**src/rtl/face_result_collector_pkg.sv**
```systemverilog
// rtl/face_result_collector_pkg.sv - shared widths, image bounds and FSM encoding
package face_result_collector_pkg;

  localparam int DEF_WIDTH_POSI  = 8;
  localparam int DEF_WIDTH_SCORE = 12;
  localparam int DEF_IMG_W       = 160;
  localparam int DEF_IMG_H       = 120;

  localparam logic [7:0] HIT_COUNT_MAX = 8'hFF;

  // 2-bit encoding shared with the result writer's state width
  typedef enum logic [1:0] {
    S_IDLE    = 2'd0,
    S_COLLECT = 2'd1,
    S_ISSUE   = 2'd2,
    S_WAIT    = 2'd3
  } state_t;

endpackage

```
**src/rtl/face_result_collector_box_clipper.sv**
```systemverilog
// rtl/face_result_collector_box_clipper.sv - clips a square box length to the image bounds
module box_clipper #(
  parameter int WIDTH_POSI = 8,
  parameter int IMG_W      = 160,
  parameter int IMG_H      = 120
) (
  input  logic [WIDTH_POSI-1:0] x_i,
  input  logic [WIDTH_POSI-1:0] y_i,
  input  logic [WIDTH_POSI-1:0] len_i,
  output logic [WIDTH_POSI-1:0] len_o
);

  localparam logic [WIDTH_POSI:0] IMG_W_V = (WIDTH_POSI+1)'(IMG_W);
  localparam logic [WIDTH_POSI:0] IMG_H_V = (WIDTH_POSI+1)'(IMG_H);

  logic [WIDTH_POSI:0] len_w;
  logic [WIDTH_POSI:0] rem_x;
  logic [WIDTH_POSI:0] rem_y;
  logic [WIDTH_POSI:0] min_xl;

  // One bit wider so IMG_W - x never wraps for in-bounds x
  always_comb begin
    len_w  = {1'b0, len_i};
    rem_x  = IMG_W_V - {1'b0, x_i};
    rem_y  = IMG_H_V - {1'b0, y_i};
    min_xl = (rem_x < len_w) ? rem_x : len_w;
    len_o  = (rem_y < min_xl) ? rem_y[WIDTH_POSI-1:0] : min_xl[WIDTH_POSI-1:0];
  end

endmodule

```
**src/rtl/face_result_collector.sv**
```systemverilog
// rtl/face_result_collector.sv - keeps the best face hit of a frame and hands it to the writer
module face_result_collector
  import face_result_collector_pkg::*;
#(
  parameter int WIDTH_POSI  = DEF_WIDTH_POSI,
  parameter int WIDTH_SCORE = DEF_WIDTH_SCORE,
  parameter int IMG_W       = DEF_IMG_W,
  parameter int IMG_H       = DEF_IMG_H
) (
  input  logic                   clk,
  input  logic                   rst,
  input  logic                   frame_start,
  input  logic                   hit_valid,
  input  logic [WIDTH_POSI-1:0]  hit_x,
  input  logic [WIDTH_POSI-1:0]  hit_y,
  input  logic [WIDTH_POSI-1:0]  hit_len,
  input  logic [WIDTH_SCORE-1:0] hit_score,
  input  logic                   frame_end,
  output logic                   ready,
  output logic                   busy,
  output logic                   wr_start,
  input  logic                   wr_done,
  output logic [WIDTH_POSI-1:0]  wr_xpos,
  output logic [WIDTH_POSI-1:0]  wr_ypos,
  output logic [WIDTH_POSI-1:0]  wr_len,
  output logic                   face_found,
  output logic [7:0]             hit_count
);

  localparam logic [WIDTH_POSI:0] IMG_W_V = (WIDTH_POSI+1)'(IMG_W);
  localparam logic [WIDTH_POSI:0] IMG_H_V = (WIDTH_POSI+1)'(IMG_H);

  state_t                 state_q, state_d;
  logic                   pending_q, pending_d;
  logic                   found_q, found_d;
  logic [WIDTH_SCORE-1:0] best_score_q, best_score_d;
  logic [WIDTH_POSI-1:0]  best_x_q, best_x_d;
  logic [WIDTH_POSI-1:0]  best_y_q, best_y_d;
  logic [WIDTH_POSI-1:0]  best_len_q, best_len_d;
  logic [7:0]             count_q, count_d;

  logic                   ready_q, ready_d;
  logic                   busy_q, busy_d;
  logic                   wr_start_q, wr_start_d;
  logic [WIDTH_POSI-1:0]  wr_xpos_q, wr_xpos_d;
  logic [WIDTH_POSI-1:0]  wr_ypos_q, wr_ypos_d;
  logic [WIDTH_POSI-1:0]  wr_len_q, wr_len_d;
  logic                   face_found_q, face_found_d;

  logic                   hit_ok;
  logic                   clear;
  logic                   take_hit;
  logic [WIDTH_POSI-1:0]  clip_len;

  assign hit_ok = hit_valid && (hit_len != '0) &&
                  ({1'b0, hit_x} < IMG_W_V) && ({1'b0, hit_y} < IMG_H_V);

  always_comb begin
    state_d      = state_q;
    pending_d    = pending_q;
    found_d      = found_q;
    best_score_d = best_score_q;
    best_x_d     = best_x_q;
    best_y_d     = best_y_q;
    best_len_d   = best_len_q;
    count_d      = count_q;
    clear        = 1'b0;
    take_hit     = 1'b0;

    case (state_q)
      S_IDLE: begin
        if (frame_start) begin
          state_d  = S_COLLECT;
          clear    = 1'b1;
          take_hit = 1'b1;
        end
      end
      S_COLLECT: begin
        take_hit = 1'b1;
        if (frame_start) begin
          clear = 1'b1;
        end else if (frame_end) begin
          state_d = S_ISSUE;
        end
      end
      S_ISSUE: begin
        state_d = S_WAIT;
        if (frame_start) pending_d = 1'b1;
      end
      S_WAIT: begin
        if (wr_done) begin
          clear     = pending_q || frame_start;
          state_d   = clear ? S_COLLECT : S_IDLE;
          pending_d = 1'b0;
        end else if (frame_start) begin
          pending_d = 1'b1;
        end
      end
      default: state_d = S_IDLE;
    endcase

    if (clear) begin
      found_d      = 1'b0;
      best_score_d = '0;
      best_x_d     = '0;
      best_y_d     = '0;
      best_len_d   = '0;
      count_d      = '0;
    end

    // Applied after the clear so a restart hit becomes the first of the new frame
    if (take_hit && hit_ok) begin
      if (count_d != HIT_COUNT_MAX) count_d = count_d + 8'd1;
      if (!found_d || (hit_score > best_score_d)) begin
        best_score_d = hit_score;
        best_x_d     = hit_x;
        best_y_d     = hit_y;
        best_len_d   = hit_len;
      end
      found_d = 1'b1;
    end
  end

  box_clipper #(
    .WIDTH_POSI (WIDTH_POSI),
    .IMG_W      (IMG_W),
    .IMG_H      (IMG_H)
  ) u_clipper (
    .x_i   (best_x_d),
    .y_i   (best_y_d),
    .len_i (best_len_d),
    .len_o (clip_len)
  );

  // Writer outputs load on entry to ISSUE and hold through WAIT
  always_comb begin
    wr_start_d   = 1'b0;
    wr_xpos_d    = wr_xpos_q;
    wr_ypos_d    = wr_ypos_q;
    wr_len_d     = wr_len_q;
    face_found_d = face_found_q;
    ready_d      = (state_d == S_IDLE) || (state_d == S_COLLECT);
    busy_d       = !ready_d;
    if (state_d == S_ISSUE) begin
      wr_start_d   = 1'b1;
      wr_xpos_d    = found_d ? best_x_d : '0;
      wr_ypos_d    = found_d ? best_y_d : '0;
      wr_len_d     = found_d ? clip_len : '0;
      face_found_d = found_d;
    end
  end

  always_ff @(posedge clk) begin
    if (rst) begin
      state_q      <= S_IDLE;
      pending_q    <= 1'b0;
      found_q      <= 1'b0;
      best_score_q <= '0;
      best_x_q     <= '0;
      best_y_q     <= '0;
      best_len_q   <= '0;
      count_q      <= '0;
      ready_q      <= 1'b1;
      busy_q       <= 1'b0;
      wr_start_q   <= 1'b0;
      wr_xpos_q    <= '0;
      wr_ypos_q    <= '0;
      wr_len_q     <= '0;
      face_found_q <= 1'b0;
    end else begin
      state_q      <= state_d;
      pending_q    <= pending_d;
      found_q      <= found_d;
      best_score_q <= best_score_d;
      best_x_q     <= best_x_d;
      best_y_q     <= best_y_d;
      best_len_q   <= best_len_d;
      count_q      <= count_d;
      ready_q      <= ready_d;
      busy_q       <= busy_d;
      wr_start_q   <= wr_start_d;
      wr_xpos_q    <= wr_xpos_d;
      wr_ypos_q    <= wr_ypos_d;
      wr_len_q     <= wr_len_d;
      face_found_q <= face_found_d;
    end
  end

  assign ready      = ready_q;
  assign busy       = busy_q;
  assign wr_start   = wr_start_q;
  assign wr_xpos    = wr_xpos_q;
  assign wr_ypos    = wr_ypos_q;
  assign wr_len     = wr_len_q;
  assign face_found = face_found_q;
  assign hit_count  = count_q;

endmodule
```
**config.mk**
```make
export PLATFORM = sky130hd
export DESIGN_NAME = face_result_collector
export DESIGN_NICKNAME = d
export VERILOG_FILES = /design/src/rtl/face_result_collector_pkg.sv /design/src/rtl/face_result_collector_box_clipper.sv /design/src/rtl/face_result_collector.sv
export SDC_FILE = /design/constraint.sdc
export NUM_CORES = 1
export LEC_CHECK = 0
export ABC_AREA = 1
export BUFFER_PORTS_ARGS = -buffer_cell sky130_fd_sc_hd__buf_2
export CAP_MARGIN = 5
export CORE_UTILIZATION = 56
export DETAILED_ROUTE_END_ITERATION = 16
export PLACE_DENSITY = 0.79
export SYNTH_ARGS = -nofsm -noshare
export SYNTH_HDL_FRONTEND = slang
export SYNTH_SLANG_ARGS = --single-unit
```
**constraint.sdc**
```tcl
create_clock -name clk -period 6.9 [get_ports clk]
set_clock_uncertainty 0.2 [all_clocks]
set_input_delay 0.69 -clock clk [delete_from_list [all_inputs] [get_ports clk]]
set_output_delay 0.69 -clock clk [all_outputs]
set_load 0.02 [all_outputs]
```
==> summary.md <==
| Metric | Value |
|---|---|
| Outcome | complete, no violations |
| Vias per std cell | 5.280 |
| Critical path required time | 7.01 ns |
| Final nets | 737 |
| Crit-path max FO | 32 |
| IO Count | 78 |
| EDFF count, synth | 0 |
| Combinational group share of total power | 19.8% |
| Final setup viols | 0 |
| CTS clk-pin slew, worst paths | 0.09 ns |
| H-Tree Depth | 3 |
| Top_reg_cell synth | dfxtp_1 |
| Total negative setup slack | 0 ns |
| Crit share post-route | 92.63% |
| Async set-or-reset flop fraction in the synthesized netlist | 0% |
| Netlist Area Pre-Place | 0.004200 mm^2 |
| DP Wirelength | 7.630 mm |
| Critical Path AT | 6.50 ns |
| CTS tree | yes |
| Ranking of synthesized cells by area | dfxtp_1 36%, nand2_1 12%, ha_1 8.9% |
| Routability cong. | 0.9195 |
| CTS Buf Count | 9 |
| Pin count of the biggest net entering global routing | 36 |
| Rows | 31 |
| Area share of the largest cell type after synthesis | 35.75% |
| Syn Nets | 664 |
| Root buf cell | clkbuf_8 |
| Starting DRT DRC Count | 239 |
| Antenna cells | 0 |
| Warnings from Yosys | 0 |
| Maximum resistive drop on vdd | 0.1114 mV |
| Synth cell types | 39 |
| Switching power | 0.3078 mW |
| Area delta synth->final | 15.43% |
| Congestion Overflow GR | 0 |
| Buffers & Inverters on Critical Path | 4 |
| CP startpoint kind | input pin |
| Avg Cell Area, Syn | 7.095 um^2 |
| Core Area | 0.007253 mm^2 |
| Initial Utilization | 57.91% |
| Max incr delay on CP | 0.45 ns |
| Clock buffer depth | 2 |
| Post-CTS sizing | 0 |
| Placed Area | 0.004651 mm^2 |
| Cts hold-fix bufs | 0 |
| RSZ-0062 raised after global routing | false |
| Later-pin clock latency in the skew report | 0.36 ns |
| Top Family by Delay on Critical Path | simple AND/OR/NAND/NOR gates |
| Layout cells sized above 1 | 19.55% |
| Design Area, Final | 0.004848 mm^2 |
| Vias in the first global route | 3715 |
| Register Area | 0.001501 mm^2 |
| Fillers | 646 |
| Power Internal | 0.6792 mW |
| Worst path slowest cell | nand2_1 |
| F_max | 156.5 MHz |
| Initial DRT Pass Iterations | 5 |
| DIE WIDTH | 88.61 um |
| Post-synthesis sequential area ratio | 35.75% |
| Worst Max-Slew Pin Slew | 0.7103 ns |
| Hold_ws | 0.2525 ns |
| Sequential power share | 45.0% |
| Post-synth top area cell | dfxtp_1 |
| Net Sw Frac | 31.19% |
| Clock Power Share | 35.2% |
| Total Routing Usage GR | 27.81% |
| Multi-input logic area | 0.002280 mm^2 |
| Setup repair bufs after CTS | 0 |
| DR WL/cell | 13.15 um |
| Max Cap Viol | 0 |
| Post-DRT Antenna Nets | 0 |
| CTS sink cnt | 75 |
| Critical path class | in2reg |
| Most used cell, CP | nand2_1 |
| Power Density | 203.6 mW/mm^2 |
| Die height | 88.61 um |
| Tmin final | 6.392 ns |
| PortBufs | 77 |
| Final Hold Viols | 0 |
| Final Routed Wirelength | 10.11 mm |
| First-pass GRT wire length | 16.76 mm |
| Max_slew headroom | 52.65% |
| Hold WC Path Type | reg2reg |
| DRC viols | 0 |
| Yosys reg bits | 75 |
| Cells after synthesis | 592 |
| Die Area | 0.007851 mm^2 |
| Initial antenna violation count | 0 |
| Leak Pwr | 2.408 nW |
| Via count | 4060 |
| Max Slew Vio Count | 0 |
| Crit end category | flop |
-- power by group through the flow --
stage | clock network (mW) | registers, mW | logic (mW)
after detailed placement | 0 | 0.455 | 0.190
after global routing | 0.370 | 0.446 | 0.218
after floorplan | 0 | 0.456 | 0.137
final | 0.347 | 0.444 | 0.195
after CTS | 0.351 | 0.445 | 0.192
after global placement | 0 | 0.454 | 0.182
-- Yosys cell counts (7+ instances only) --
cell type	number
inv_1	81
nand2_1	132
nand3_1	49
dfxtp_1	75
a21oi_1	22
ha_1	30
o21ai_0	39
xor2_1	11
nor3_1	7
o21ai_1	12
clkbuf_1	10
inv_2	7
nor2_1	58
-- worst reg2reg max path: cells and delay by family, from the launching register on --
kind | cells | cell delay, ns
XOR/XNOR | 1 | 0.21
AND/OR/NAND/NOR | 25 | 2.90
buffers and inverters | 2 | 0.52
adder cells (fa/ha/maj) | 3 | 0.93
flip-flops | 1 | 0.43
AO/OA/AOI/OAI | 5 | 1.13
-- cells by family (layout without fill, tap and decap cells) --
logic type | count (synthesis) | after routing | share of synthesized area [%]
adder cells (fa/ha/maj) | 30 | 30 | 8.937
AND/OR/NAND/NOR | 276 | 276 | 30.35
XOR/XNOR | 12 | 12 | 2.502
AO/OA/AOI/OAI | 91 | 91 | 12.24
other | 1 | 1 | 0.08928
flip-flops | 75 | 75 | 35.75
buffers and inverters | 107 | 185 | 10.13
-- path summary, 6_finish.rpt --
| path | start | to | slack (ns) | depth (start not counted) |
|---|---|---|---|---|
| setup / recovery | frame_start | wr_len[4]$_SDFFE_PP0P_ | 0.51 | 38 |
| hold / removal | wr_len[1]$_SDFFE_PP0P_ | wr_len[1]$_SDFFE_PP0P_ | 0.25 | 2 |
| hold reg to reg | wr_len[1]$_SDFFE_PP0P_ | wr_len[1]$_SDFFE_PP0P_ | 0.25 | 2 |
| setup reg to reg | state_q[1]$_SDFF_PP0_ | wr_len[4]$_SDFFE_PP0P_ | 0.54 | 36 |
-- registers in the layout, indices dropped and copies added, names as in the netlist, 2 cells and up --
name	cells
best_score_q	12
wr_len	8
best_len_q	8
wr_ypos	8
wr_xpos	8
best_y_q	8
hit_count	8
best_x_q	8
state_q	2
-- cell type report --
type	instances	share of cell area [%]
timing repair buffer	81	8.568
sequential	75	30.97
multi-input combinational	410	47.02
clock buffer	9	2.555
clock inverter	7	1.523
tap	99	2.555
inverter	88	6.813
-- cell usage in the layout (no fill, tap or decap), types with 2 or more instances in the layout --
master,n
ha_1,30
o21ai_1,12
o21ai_2,2
buf_2,77
clkbuf_8,9
nand3_2,4
nor3_1,7
dfxtp_1,75
a22o_1,2
o21ai_0,39
nand2_1,132
inv_2,7
a31oi_1,2
nand2_2,4
a211oi_1,6
xor2_1,11
buf_4,4
nand4_1,6
a21oi_1,22
nand3b_1,2
nor2_1,58
inv_6,3
nor2_4,2
nand2_4,6
nand3_1,49
clkinv_2,2
inv_1,81
nor3_2,2
-- metrics by stage --
step / total power, mW / util [%] / setup slack [ns] / cells
final: 0.9871 / 66.84 / 0.5085 / 769
after global routing: 1.034 / 66.84 / 0.01084 / 769
after CTS: 0.9872 / 66.84 / 0.5973 / 769
after detailed placement: 0.6451 / 64.12 / 0.2494 / 753
after global placement: 0.6368 / 64.12 / 0.5046 / 753
after floorplan: 0.5934 / - / 0.5431 / 592
-- metal layers --
metal / vias to the layer above / wire length [um] / track usage (%)
met5: - / 0 / 0
met4: 0 / 183 / 12.17
met3: 21 / 645 / 4.757
met2: 155 / 4672 / 45.59
met1: 1835 / 4610 / 36.03
li1: 2049 / - / -
No activity file was read; power rests on OpenSTA's default activity.
